**src/rtl/gpio_bank_pkg.sv**
```systemverilog
// Shared definitions for the GPIO port bank: register-select codes and bus FSM states.
// Latency: none (definitions only).
// Backpressure: none (definitions only).
package gpio_bank_pkg;

   localparam logic [2:0] REG_DIR      = 3'd0;
   localparam logic [2:0] REG_OUT      = 3'd1;
   localparam logic [2:0] REG_IN       = 3'd2;
   localparam logic [2:0] REG_OUT_SET  = 3'd3;
   localparam logic [2:0] REG_OUT_CLR  = 3'd4;
   localparam logic [2:0] REG_IRQ_MASK = 3'd5;
   localparam logic [2:0] REG_IRQ_STAT = 3'd6;
   localparam logic [2:0] REG_RSVD     = 3'd7;

   typedef enum logic [1:0] {
      IDLE   = 2'd0,
      ACCESS = 2'd1,
      RESP   = 2'd2
   } state_t;

endpackage

```
**src/rtl/gpio_sync2.sv**
```systemverilog
// Two-flop synchroniser for a bus of asynchronous pad inputs.
// Latency: output follows a stable input after 2 clk edges.
// Backpressure: none; free-running every cycle.
module gpio_sync2 #(
   parameter int W = 8
) (
   input  logic         clk,
   input  logic         rst_n,
   input  logic [W-1:0] d,
   output logic [W-1:0] q
);

   logic [W-1:0] meta;

   // first stage may go metastable; second stage gives it a full cycle to settle
   always_ff @(posedge clk or negedge rst_n) begin
      if (!rst_n) begin
         meta <= '0;
         q    <= '0;
      end else begin
         meta <= d;
         q    <= meta;
      end
   end

endmodule

```
**src/rtl/gpio_port_bank.sv**
```systemverilog
// Bank of GPIO ports with a simple req/ack register bus; edge interrupts when GPIO_PORT_BANK_IRQ_EN is defined.
// Latency: ack 2 cycles after req is sampled in IDLE; one transaction per 3 cycles at most.
// Backpressure: none; req outside IDLE is ignored, requester must wait for ack.
module gpio_port_bank #(
   parameter int NUM_PORTS = 10,
   parameter int PORT_W    = 8,
   parameter int IDX_W     = 4
) (
   input  logic                        clk,
   input  logic                        rst_n,
   input  logic                        req,
   input  logic                        we,
   input  logic [IDX_W+2:0]            addr,
   input  logic [PORT_W-1:0]           wdata,
   output logic [PORT_W-1:0]           rdata,
   output logic                        ack,
   output logic                        err,
   input  logic [NUM_PORTS*PORT_W-1:0] pin_in,
   output logic [NUM_PORTS*PORT_W-1:0] pin_out,
   output logic [NUM_PORTS*PORT_W-1:0] pin_oe,
   output logic                        irq
);

   import gpio_bank_pkg::*;

   state_t              state_q, state_d;
   logic                we_q;
   logic [IDX_W+2:0]    addr_q;
   logic [PORT_W-1:0]   wdata_q;
   logic [PORT_W-1:0]   rdata_q;
   logic                err_q;
   logic [PORT_W-1:0]   rd_val;

   logic [PORT_W-1:0]   dir_q    [NUM_PORTS];
   logic [PORT_W-1:0]   out_q    [NUM_PORTS];
   logic [PORT_W-1:0]   in_sync  [NUM_PORTS];
   logic [PORT_W-1:0]   irq_mask [NUM_PORTS];
   logic [PORT_W-1:0]   irq_stat [NUM_PORTS];

   logic [IDX_W-1:0]    port_q;
   logic [2:0]          sel_q;
   logic                port_ok;
   logic                wr_en;

   assign port_q  = addr_q[IDX_W+2:3];
   assign sel_q   = addr_q[2:0];
   assign port_ok = int'(port_q) < NUM_PORTS;
   // writes to a missing port are dropped so an addressing error never corrupts state
   assign wr_en   = (state_q == ACCESS) && we_q && port_ok;

   // pads are per-port slices; direction and output value come straight from the registers
   for (genvar p = 0; p < NUM_PORTS; p++) begin : g_port
      gpio_sync2 #(.W(PORT_W)) u_sync (
         .clk   (clk),
         .rst_n (rst_n),
         .d     (pin_in[p*PORT_W +: PORT_W]),
         .q     (in_sync[p])
      );
      assign pin_out[p*PORT_W +: PORT_W] = out_q[p];
      assign pin_oe[p*PORT_W +: PORT_W]  = dir_q[p];
   end

   // bus FSM state register
   always_ff @(posedge clk or negedge rst_n) begin
      if (!rst_n) state_q <= IDLE;
      else        state_q <= state_d;
   end

   // bus FSM next state: one cycle each in ACCESS and RESP
   always_comb begin
      state_d = state_q;
      case (state_q)
         IDLE:    if (req) state_d = ACCESS;
         ACCESS:  state_d = RESP;
         RESP:    state_d = IDLE;
         default: state_d = IDLE;
      endcase
   end

   // capture the request only when it is actually accepted
   always_ff @(posedge clk or negedge rst_n) begin
      if (!rst_n) begin
         we_q    <= 1'b0;
         addr_q  <= '0;
         wdata_q <= '0;
      end else if (state_q == IDLE && req) begin
         we_q    <= we;
         addr_q  <= addr;
         wdata_q <= wdata;
      end
   end

   // read mux; write-only and reserved selects fall through to zero
   always_comb begin
      rd_val = '0;
      for (int p = 0; p < NUM_PORTS; p++) begin
         if (int'(port_q) == p) begin
            case (sel_q)
               REG_DIR:      rd_val = dir_q[p];
               REG_OUT:      rd_val = out_q[p];
               REG_IN:       rd_val = in_sync[p];
               REG_IRQ_MASK: rd_val = irq_mask[p];
               REG_IRQ_STAT: rd_val = irq_stat[p];
               default:      rd_val = '0;
            endcase
         end
      end
   end

   // response is registered at the end of ACCESS and only shown while ack is high
   always_ff @(posedge clk or negedge rst_n) begin
      if (!rst_n) begin
         rdata_q <= '0;
         err_q   <= 1'b0;
      end else if (state_q == ACCESS) begin
         rdata_q <= (we_q || !port_ok) ? '0 : rd_val;
         err_q   <= !port_ok;
      end
   end

   assign ack   = (state_q == RESP);
   assign rdata = ack ? rdata_q : '0;
   assign err   = ack & err_q;

   // direction and output registers, committed at the end of ACCESS
   always_ff @(posedge clk or negedge rst_n) begin
      if (!rst_n) begin
         for (int p = 0; p < NUM_PORTS; p++) begin
            dir_q[p] <= '0;
            out_q[p] <= '0;
         end
      end else if (wr_en) begin
         for (int p = 0; p < NUM_PORTS; p++) begin
            if (int'(port_q) == p) begin
               case (sel_q)
                  REG_DIR:     dir_q[p] <= wdata_q;
                  REG_OUT:     out_q[p] <= wdata_q;
                  REG_OUT_SET: out_q[p] <= out_q[p] | wdata_q;
                  REG_OUT_CLR: out_q[p] <= out_q[p] & ~wdata_q;
                  default:     ;
               endcase
            end
         end
      end
   end

`ifdef GPIO_PORT_BANK_IRQ_EN
   logic [PORT_W-1:0] in_prev [NUM_PORTS];
   logic              irq_any;
   logic              irq_q;

   // rising-edge detect on synchronised inputs; a new edge beats a same-cycle W1C
   always_ff @(posedge clk or negedge rst_n) begin
      if (!rst_n) begin
         for (int p = 0; p < NUM_PORTS; p++) begin
            in_prev[p]  <= '0;
            irq_mask[p] <= '0;
            irq_stat[p] <= '0;
         end
      end else begin
         for (int p = 0; p < NUM_PORTS; p++) begin
            in_prev[p] <= in_sync[p];
            if (wr_en && sel_q == REG_IRQ_MASK && int'(port_q) == p)
               irq_mask[p] <= wdata_q;
            irq_stat[p] <= (irq_stat[p] &
                            ~((wr_en && sel_q == REG_IRQ_STAT && int'(port_q) == p) ? wdata_q : '0))
                           | (in_sync[p] & ~in_prev[p]);
         end
      end
   end

   // any unmasked pending bit across all ports
   always_comb begin
      irq_any = 1'b0;
      for (int p = 0; p < NUM_PORTS; p++)
         irq_any = irq_any | (|(irq_stat[p] & irq_mask[p]));
   end

   // interrupt line is registered so it is glitch-free at the pin
   always_ff @(posedge clk or negedge rst_n) begin
      if (!rst_n) irq_q <= 1'b0;
      else        irq_q <= irq_any;
   end

   assign irq = irq_q;
`else
   for (genvar p = 0; p < NUM_PORTS; p++) begin : g_no_irq
      assign irq_mask[p] = '0;
      assign irq_stat[p] = '0;
   end
   assign irq = 1'b0;
`endif

endmodule

```
**config.mk**
```make
export PLATFORM = sky130hd
export DESIGN_NAME = gpio_port_bank
export DESIGN_NICKNAME = d
export VERILOG_FILES = /design/src/rtl/gpio_bank_pkg.sv /design/src/rtl/gpio_sync2.sv /design/src/rtl/gpio_port_bank.sv
export SDC_FILE = /design/constraint.sdc
export NUM_CORES = 1
export LEC_CHECK = 0
export ABC_AREA = 1
export CAP_MARGIN = 20
export CORE_ASPECT_RATIO = 0.9
export CORE_MARGIN = 2
export CORE_UTILIZATION = 35
export CTS_CLUSTER_DIAMETER = 40
export DETAILED_ROUTE_END_ITERATION = 8
export DONT_BUFFER_PORTS = 1
export PLACE_DENSITY_LB_ADDON = 0.08
export SYNTH_ARGS = -nofsm -noshare
export SYNTH_HDL_FRONTEND = slang
export SYNTH_SLANG_ARGS = --single-unit
```
**constraint.sdc**
```tcl
create_clock -name clk -period 2.25 [get_ports clk]
set_input_delay 0.45 -clock clk [delete_from_list [all_inputs] [get_ports clk]]
set_output_delay 0.45 -clock clk [all_outputs]
set_load 0.01 [all_outputs]
```
# [After elaboration in Yosys (flattened, before gate mapping)]
# Cells that the tools add are included.
[op_classes] n_lt_le_gt_ge=1 eq_ne=16 muxes=34 bitwise_logic=22 reduce_logical=29
[ops] operator="8-bit one-hot mux with 3 select lines" n=20
[ops] operator="8-bit two-way mux" n=12
[ops] operator="8-bit bitwise AND" n=10
[ops] operator="8-bit bitwise OR" n=10
[ops] operator="3-bit AND reduction" n=20
[ops] operator="4-bit == test (second input constant)" n=6
[ops] operator="4-bit by 3-bit == test with 1-bit output (second input constant)" n=2
[ops] operator="8-bit NOT" n=1
[ops] operator="3-bit by 2-bit == test with 1-bit output (second input constant)" n=2
[ops] operator="4-bit by 2-bit == test with 1-bit output (second input constant)" n=1
[ops] operator="4-bit zero test" n=1
[ops] operator="4-bit < comparator (second input constant)" n=1
[ops] operator="2-bit one-hot mux with 2 select lines" n=1
[ops] operator="3-bit by 1-bit == test with 1-bit output (second input constant)" n=1
[ops] operator="3-bit == test (second input constant)" n=1
[ops] operator="1-bit logical AND" n=3
[ops] operator="3-bit zero test" n=1
[ops] operator="3-bit nonzero test" n=1
[ops] operator="2-bit by 1-bit == test with 1-bit output (second input constant)" n=1
[ops] operator="2-bit == test (second input constant)" n=1
[ops] operator="2-bit zero test" n=1
[ops] operator="2-bit two-way mux" n=1
[ops] operator="2-bit != test (second input constant)" n=1
[ops] operator="1-bit bitwise AND" n=1
[ops] operator="other kinds (2)" n=2
[word_totals] register_bits=347 output_inout_bits=171

# [Longest topological paths before layout]
# Gate-level depths: netlist of run 1.
[logic_depth] word_depth=13 mapped_depth=16 mapped_depth_nobuf=15

# [By module]
# Synthesis of run 1 repeated with hierarchy kept, for this count alone.
[unflattened] hier_cells=1344 hier_area_um2=13788.2
[by_module_without_submodules] mod="gpio_port_bank" instances=1 cells_per_inst=1184 area_per_inst_um2=9784.4
[by_module_without_submodules] mod="gpio_sync2" instances=10 cells_per_inst=16 area_per_inst_um2=400.4

# [Worst setup path after synthesis of run 1]
# Ideal clock, no wire load.
[synth_path] path_kind="flip-flop to flip-flop" start="reg addr_q[6]" end="reg dir_q (netlist bit pin_oe[30])" setup_ps=133 arrival_time_ps=1514 setup_slack_ps=603 stages_incl_launch_ff=8 path_cell_list="dfrtp_1 > inv_1 > nand2_1 > nor3_2 > nand3_1 > buf_2 > nand2_1 > o21ai_0"
[synth_via] elab_chain_cells=3
[synth_rtl] item="from (decl)" line="gpio_port_bank.sv:28" text="logic [IDX_W+2:0] addr_q;"
[synth_rtl] item="from (signal assigned)" line="gpio_port_bank.sv:88" text="addr_q <= addr;"
[synth_rtl] item="4-bit < comparator" line="gpio_port_bank.sv:47" text="assign port_ok = int'(port_q) < NUM_PORTS;"
[synth_rtl] item="1-bit logical AND" line="gpio_port_bank.sv:49" text="assign wr_en = (state_q == ACCESS) && we_q && port_ok;"
[synth_rtl] item="3-bit AND reduction (no source line) (*)"
[synth_rtl] item="to (signal, indexed assignment)" line="gpio_port_bank.sv:136" text="REG_DIR: dir_q[p] <= wdata_q;"
[synth_rtl] item="to (decl)" line="gpio_port_bank.sv:34" text="logic [PORT_W-1:0] dir_q [NUM_PORTS];"
# Every way passes the cells marked *; elsewhere a longest branch is shown, timed or not.
# A chain may end at the register's enable or synchronous reset.

# [Final worst setup path of run 1]
[layout_path] start="reg addr_q[2]" end="reg rdata_q[0]"
[layout_via] elab_chain_cells=13
[layout_rtl] item="3-bit by 2-bit == test with 1-bit output, or another cell as far along" line="gpio_port_bank.sv:98" text="case (sel_q)"
[layout_rtl] item="8-bit one-hot mux with 3 select lines" line="gpio_port_bank.sv:98"
[layout_rtl] item="8-bit two-way mux (9 in a row)" line="gpio_port_bank.sv:97" text="if (int'(port_q) == p) begin"
[layout_rtl] item="8-bit two-way mux (*)" line="gpio_port_bank.sv:97"
[layout_rtl] item="8-bit two-way mux (*)" line="gpio_port_bank.sv:116" text="rdata_q <= (we_q || !port_ok) ? '0 : rd_val;"
[layout_rtl] item="to (signal assigned)" line="gpio_port_bank.sv:116"
[layout_rtl] item="to (decl)" line="gpio_port_bank.sv:30" text="logic [PORT_W-1:0] rdata_q;"
# Marks and branches as above.

==> results by group, run 1 <==
Timing
  – Slew @ Worst Pin: 0.9598 ns
  – Clk_skew: 0.01802 ns
  – Final min period: 2.200 ns
  – Final Hold Fails: 347
  – Fmax: 454.5 MHz
  – Unrepaired setup endpoints after global routing: true
  – Slew HR: 36.01%
  – Hold Worst Slack: -0.4386 ns
  – Final max-slew violation count: 0
  – Crit share post-route: 97.78%
  – Setup Viol. Count Final: 0

Synth
  – Synth Flop Type: dfrtp_1
  – Post-synth ARST share: 100.0%
  – Top cell type's share of synthesized area: 64.09%
  – Syn_nets: 1,457
  – Number of synthesis warnings: 0
  – Syn_area_per_cell: 9.977 sq um
  – #FFs+latches synth: 347
  – Largest area contributor in the netlist: dfrtp_1
  – Number of enable flip-flop cells after synthesis: 0
  – Post-synth cell types: 33
  – Seq/Total Area, Yosys: 64.09%
  – Mapped cell area: 0.01355 sq mm
  – Largest cells by area after synthesis: dfrtp_1 (64%), nand2_1 (12%), o21ai_0 (4.1%)
  – Post-Synthesis Cells: 1,358

CTS
  – Clock sinks: 347
  – Clock Latency Late Sink: 0.60 ns
  – CTS root buf: clkbuf_16
  – H-tree depth: 2
  – Clk slew on worst S/H paths: 0.05 ns
  – Clk buf depth: 3
  – CTS buffer count: 51
  – CTS tree: built
  – Hold Buf Count CTS: 85

Layout
  – Fin cells: 2,044
  – Final #Nets: 1,610
  – ANT cells: 0
  – FF+latch area: 0.008686 sq mm
  – Final Cell Area: 0.01724 sq mm
  – Core Util, Final: 45.02%
  – Layout cells sized above 1: 14.80%
  – Multi-input logic area: 0.004110 sq mm
  – Layout area overhead: 27.21%
  – Filler Cell Count: 3,689

Setup path
  – Worst Path Max Fanout: 13
  – Reg2reg setup slack: 0.05 ns
  – Critical path required time: 2.72 ns
  – R2R cell count: 16
  – Setup crit end kind: flop
  – Start of the worst register-to-register path: addr_q[2]
  – Worst setup SP type: flop
  – Critical path type: flop to flop
  – Critical path startpoint: addr_q[2]
  – Worst R2R End: rdata_q[0]
  – Crit path DAT: 2.67 ns
  – Crit path capture: rdata_q[0]

Place
  – GPL Wtd Cong: 0.8283
  – Port bufs: 0
  – Placed cell areas: 0.01452 sq mm
  – Dpl cells: 1,860
  – Post-DP HPWL: 35,290 um

Route
  – Via Count: 10,540
  – Final Routed Wirelength: 50,410 um
  – Drc violations: 0
  – WL/cell: 24.66 um
  – Antenna viol nets, final: 0
  – Initial DRC count: 977
  – Vias per cell: 5.156
  – 1st-pass router iterations: 5

Floorplan
  – Boundary pin count: 270
  – Die W: 211.4 um
  – Initial Utilization: 35.39%
  – DIE AREA: 0.04030 sq mm
  – Cell Rows: 68
  – Die Ht: 190.7 um
  – CORE AREA: 0.03829 sq mm

Global routing
  – First-pass GRT wire length: 73,150 um
  – GRT Util Overall: 25.26%
  – Gr ovfl total: 0
  – Vias in the first global route: 10,360
  – Largest net degree at the start of global routing: 348
  – Initial antenna violation count: 1

Power
  – Static Leak: 7.783 nW
  – PD cells: 1124 mW/mm^2
  – VDD IR max: 0.8915 mV

Run
  – Max-cap violations: 0

Min path
  – Worst hold path type: primary input to async pin

Status
  – Status: complete, but fails checks
  – Violated checks: negative hold slack
state kept, by name, indices dropped and copies added, names as in the netlist:
register / count
pin_oe: 80
g_port.u_sync.q: 80
addr_q: 7
err_q: 1
wdata_q: 8
g_port.u_sync.meta: 80
we_q: 1
rdata_q: 8
state_q: 2
pin_out: 80
critical path, stage by stage, from the launching register on:
cell and delay, ns:
dfrtp_1 0.43, inv_4 0.08, nand2_1 0.14, nor2_2 0.07
buf_12 0.15, nand2_1 0.05, nand3_1 0.10, nand2_1 0.08
nand2_1 0.05, nand2_1 0.07, nand2_1 0.09, nand2_1 0.07
nand2_1 0.12, nand2_1 0.09, nand4_1 0.22, o21ai_1 0.21
nand2_1 0.06
routing by layer:
| metal | vias up | part of all wire, % | global-route usage [%] |
|---|---|---|---|
| li1 | 4796 | - | - |
| met3 | 74 | 10 | 8.103 |
| met4 | 2 | 2.4 | 7.801 |
| met1 | 5228 | 45 | 36.58 |
| met2 | 438 | 42 | 35.84 |
| met5 | - | 0.028 | 0 |
worst min path at each step:
stage / startpoint / endpoint / cells past startpoint
after floorplan: rst_n / addr_q[0] / 0
after global placement: rst_n / g_port[1].u_sync.q[7] / 0
after detailed placement: rst_n / g_port[1].u_sync.meta[7] / 0
after CTS: rst_n / pin_oe[22] / 0
after global routing: rst_n / g_port[1].u_sync.meta[5] / 0
final: rst_n / g_port[0].u_sync.meta[4] / 0
report_power, final:
group          leakage [nW]  internal, mW  switching [mW]
Sequential             4.43          6.85           0.831
Clock                 0.860          4.87            3.24
Combinational          2.50          1.16            2.41
Total                  7.78          12.9            6.48
cell families (layout without fill, tap and decap cells):
| logic type | after synthesis | after routing | synth area share (%) |
|---|---|---|---|
| AND/OR/NAND/NOR | 548 | 548 | 16.50 |
| flip-flops | 347 | 347 | 64.09 |
| AO/OA/AOI/OAI | 277 | 277 | 13.37 |
| buffers and inverters | 185 | 381 | 6.012 |
| other | 1 | 1 | 0.02768 |
layout by cell type (no fill, tap or decap), drive strengths merged:
| cell type | netlist | routed |
|---|---|---|
| a221oi | 6 | 6 |
| o211ai | 43 | 43 |
| o21ai | 114 | 114 |
| nand3 | 28 | 28 |
| inv | 114 | 128 |
| clkbuf | 30 | 57 |
| conb | 1 | 1 |
| o22ai | 2 | 2 |
| a2bb2oi | 14 | 14 |
| nor3 | 6 | 6 |
| nand4 | 13 | 13 |
| a41oi | 2 | 2 |
| dfrtp | 347 | 347 |
| dlygate4sd3 | 0 | 85 |
| bufinv | 0 | 4 |
| a31oi | 1 | 1 |
| nand2 | 427 | 427 |
| buf | 39 | 83 |
| a22oi | 66 | 66 |
| nor2 | 74 | 74 |
| clkinvlp | 0 | 6 |
| a21oi | 13 | 13 |
| clkinv | 2 | 18 |
| o2111ai | 16 | 16 |
final cells by class:
cell class / instances / area share [%]
inverter: 116 / 2.642
tap: 490 / 3.557
timing repair buffer: 168 / 9.321
timing repair inverter: 1 / 0.04355
clock buffer: 57 / 7.767
multi-input combinational: 826 / 23.85
sequential: 347 / 50.39
clock inverter: 39 / 2.432
stage by stage:
step	setup slack [ns]	total power [mW]	setup TNS (ns)	hold slack [ns]
floorplan	0.6028	9.175	0	0.1544
global placement	-0.1498	11.13	-0.9898	0.1668
detailed placement	-0.1299	11.14	-0.9354	0.1694
CTS	0.004403	19.46	0	-0.4561
global route	-0.01549	20.12	-0.03054	-0.4554
finish	0.04984	19.37	0	-0.4386
cell usage after synthesis (8+ instances only):
| library cell | count |
|---|---|
| inv_2 | 11 |
| a21oi_1 | 13 |
| nand3_1 | 28 |
| a22oi_1 | 66 |
| a2bb2oi_1 | 14 |
| o2111ai_1 | 16 |
| dfrtp_1 | 347 |
| nor2_1 | 55 |
| buf_6 | 8 |
| buf_2 | 24 |
| clkbuf_1 | 30 |
| nor2_2 | 15 |
| o21ai_0 | 111 |
| inv_1 | 102 |
| o211ai_1 | 43 |
| nand2_1 | 423 |
| nand4_1 | 13 |
what timing repair did:
item,4_1_cts,5_1_grt
hold endpoints to repair,432,347
resized for setup,4,21
gates cloned,0,1
setup buffers,0,2
endpoints found under the setup margin,22,50
pin swaps,0,4
(Power assumes the default switching activity.)
==> inputs of run 2 (changes only) <==
--- a/config.mk
+++ b/config.mk
@@ -14,6 +14,7 @@
 export DETAILED_ROUTE_END_ITERATION = 8
 export DONT_BUFFER_PORTS = 1
 export PLACE_DENSITY_LB_ADDON = 0.08
+export REMOVE_ABC_BUFFERS = 1
 export SYNTH_ARGS = -nofsm -noshare
 export SYNTH_HDL_FRONTEND = slang
 export SYNTH_SLANG_ARGS = --single-unit
==> results by group, run 2 (synthesis results as in run 1) <==
Power
  – PD cells: 1131 mW/mm^2 (+0.63%)
  – Static Leak: 7.804 nW (+0.27%)
  – Clk pwr share: 45.1% (+3.2 points)
  – Switching part of the total: 31.37% (-2.1 points)
  – Total power: 19.53 mW (+0.82%)
  – Sw Pwr: 6.125 mW (-5.5%)
  – VDD IR max: 0.6476 mV (-27%)
  – Combinational Power Share: 15.8% (-2.6 points)
  – Sequential power share: 39.1% (-0.6 points)
  – Int Pwr: 13.40 mW (+4.0%)

Layout
  – Layout area overhead: 27.45%
  – Most common cell after layout, fill and taps aside: nand2_1
  – Layout cells sized above 1: 13.80% (-1.0 points)
  – Final #Nets: 1,603 (-0.43%)
  – Filler Cell Count: 3,642 (-1.3%)
  – Commonest non-fill, non-tap cells in the layout: nand2_1 (422), dfrtp_1 (344), o21ai_0 (111)

Floorplan
  – Die Ht: 190.7 um (unchanged)
  – Cell Rows: 68 (unchanged)
  – Die W: 211.4 um (unchanged)
  – Initial Utilization: 35.39% (unchanged)
  – CORE AREA: 0.03829 sq mm (unchanged)
  – Boundary pin count: 270 (unchanged)
  – DIE AREA: 0.04030 sq mm (unchanged)

CTS
  – CTS buffer count: 55 (+7.8%)
  – CTS root buf: clkbuf_16
  – H-tree depth: 2 (unchanged)
  – CTS tree: built
  – Clk buf depth: 3 (unchanged)
  – Hold Buf Count CTS: 92 (+8.2%)
  – Clock sinks: 347 (unchanged)
  – Clk slew on worst S/H paths: 0.06 ns (about the same)
  – Clock Latency Late Sink: 0.60 ns (about the same)

Route
  – Antenna viol nets, final: 0 (unchanged)
  – Via Count: 10,250 (-2.8%)
  – 1st-pass router iterations: 5 (unchanged)
  – Final Routed Wirelength: 47,070 um (-6.6%)
  – Initial DRC count: 851 (-13%)
  – Vias per cell: 5.018 (-2.7%)
  – Drc violations: 0 (unchanged)
  – WL/cell: 23.05 um (-6.5%)

Timing
  – TNS Setup: 0 ns (unchanged)
  – Setup Viol. Count Final: 0 (unchanged)
  – Final Hold Fails: 347 (unchanged)
  – Hold Worst Slack: -0.4331 ns (+0.005482 ns)
  – Final min period: 2.087 ns (-0.1134 ns)
  – Slew @ Worst Pin: 0.9953 ns (+0.03551 ns)
  – Slew HR: 33.64% (-2.4 points)
  – Crit share post-route: 92.75% (-5.0 points)
  – Clk_skew: 0.01916 ns (+0.001134 ns)
  – Final max-slew violation count: 0 (unchanged)
  – Fmax: 479.2 MHz (+5.4%)

Setup path
  – Worst setup SP type: flop
  – Crit path DAT: 2.59 ns (-0.08 ns)
  – Critical path required time: 2.75 ns (+0.03 ns)
  – Worst Path Max Fanout: 16 (+3)
  – Setup crit end kind: flop
  – Critical path type: flop to flop

Global routing
  – GRT Util Overall: 23.50% (-1.8 points)
  – First-pass GRT wire length: 69,010 um (-5.7%)
  – Vias in the first global route: 10,230 (-1.3%)
  – Largest net degree at the start of global routing: 348 (unchanged)
  – Initial antenna violation count: 3 (+2)
  – Gr ovfl total: 0 (unchanged)

Min path
  – Worst hold path type: primary input to async pin

Status
  – Violated checks: negative hold slack
  – Status: complete, but fails checks

Run
  – Max-cap violations: 0 (unchanged)

Place
  – Post-DP HPWL: 32,440 um (-8.1%)
  – Port bufs: 0 (unchanged)
  – GPL Wtd Cong: 0.8070 (-2.6%)
==> run 2: per-layer routing <==
| metal | GRT usage, % | share of wire (%) |
|---|---|---|
| met5 | 0 | 0.055 |
| met4 | 7.638 | 2.5 |
| met3 | 7.428 | 8.2 |
| met2 | 36.45 | 45 |
| met1 | 31.30 | 44 |
==> run 2: worst paths after layout <==
check                                         start                        to  slack, ns  cells after the start
min reg2reg                g_port[0].u_sync.meta[5]     g_port[0].u_sync.q[5]       0.34                      0
max                                       addr_q[1]               pin_out[29]       0.16                     11
min in group clk                            addr[4]                 addr_q[4]       0.03                      2
max in group asynchronous                     rst_n                 addr_q[4]       1.87                      0
max reg2reg                               addr_q[1]               pin_out[29]       0.16                     11
min                                           rst_n  g_port[1].u_sync.meta[6]      -0.43                      0
==> run 2: cell type report <==
| type | count | area (sq um) | area share, % |
|---|---|---|---|
| Inverter | 116 | 442.9 | 2.565 |
| Antenna cell | 1 | 2.502 | 0.01449 |
| Sequential cell | 347 | 8687 | 50.30 |
| Multi-Input combinational cell | 826 | 4080 | 23.63 |
| Tap cell | 490 | 613.1 | 3.550 |
| Clock buffer | 63 | 1458 | 8.441 |
| Clock inverter | 41 | 491.7 | 2.847 |
| Timing Repair Buffer | 158 | 1494 | 8.651 |
==> run 2: critical path, cell delays in order (launching register included) <==
cell     delay (ns)
dfrtp_2        0.45
inv_2          0.11
nand2_2        0.09
nor2_2         0.18
inv_2          0.13
nand2_1        0.15
nand2_4        0.15
inv_4          0.11
nand2_1        0.06
inv_2          0.28
nand2_1        0.09
a22oi_1        0.19
==> run 2: stage by stage <==
stage	area, sq um	worst slack (ns)	utilization (%)	cells
after CTS	17230	0.02347	44.99	2041
after global routing	17270	-0.0002720	45.10	2041
after detailed placement	14360	0.1120	37.49	1845
after floorplan	13170	-0.9335	-	1289
final	17270	0.1632	45.10	2042
after global placement	14360	0.1174	37.49	1845
==> run 2: what timing repair did <==
item,4_1_cts,5_1_grt
gates resized for setup,0,16
setup endpoints to repair,0,26
endpoints found under the hold margin,439,347
buffers inserted,0,0
==> run 2: power groups by stage <==
stage / Clock (mW) / Sequential (mW) / Combinational, mW
CTS: 9.02 / 7.65 / 3.08
global placement: 0 / 7.76 / 2.90
detailed placement: 0 / 7.75 / 2.92
global route: 9.34 / 7.71 / 3.36
finish: 8.81 / 7.64 / 3.08
floorplan: 0 / 7.47 / 1.54
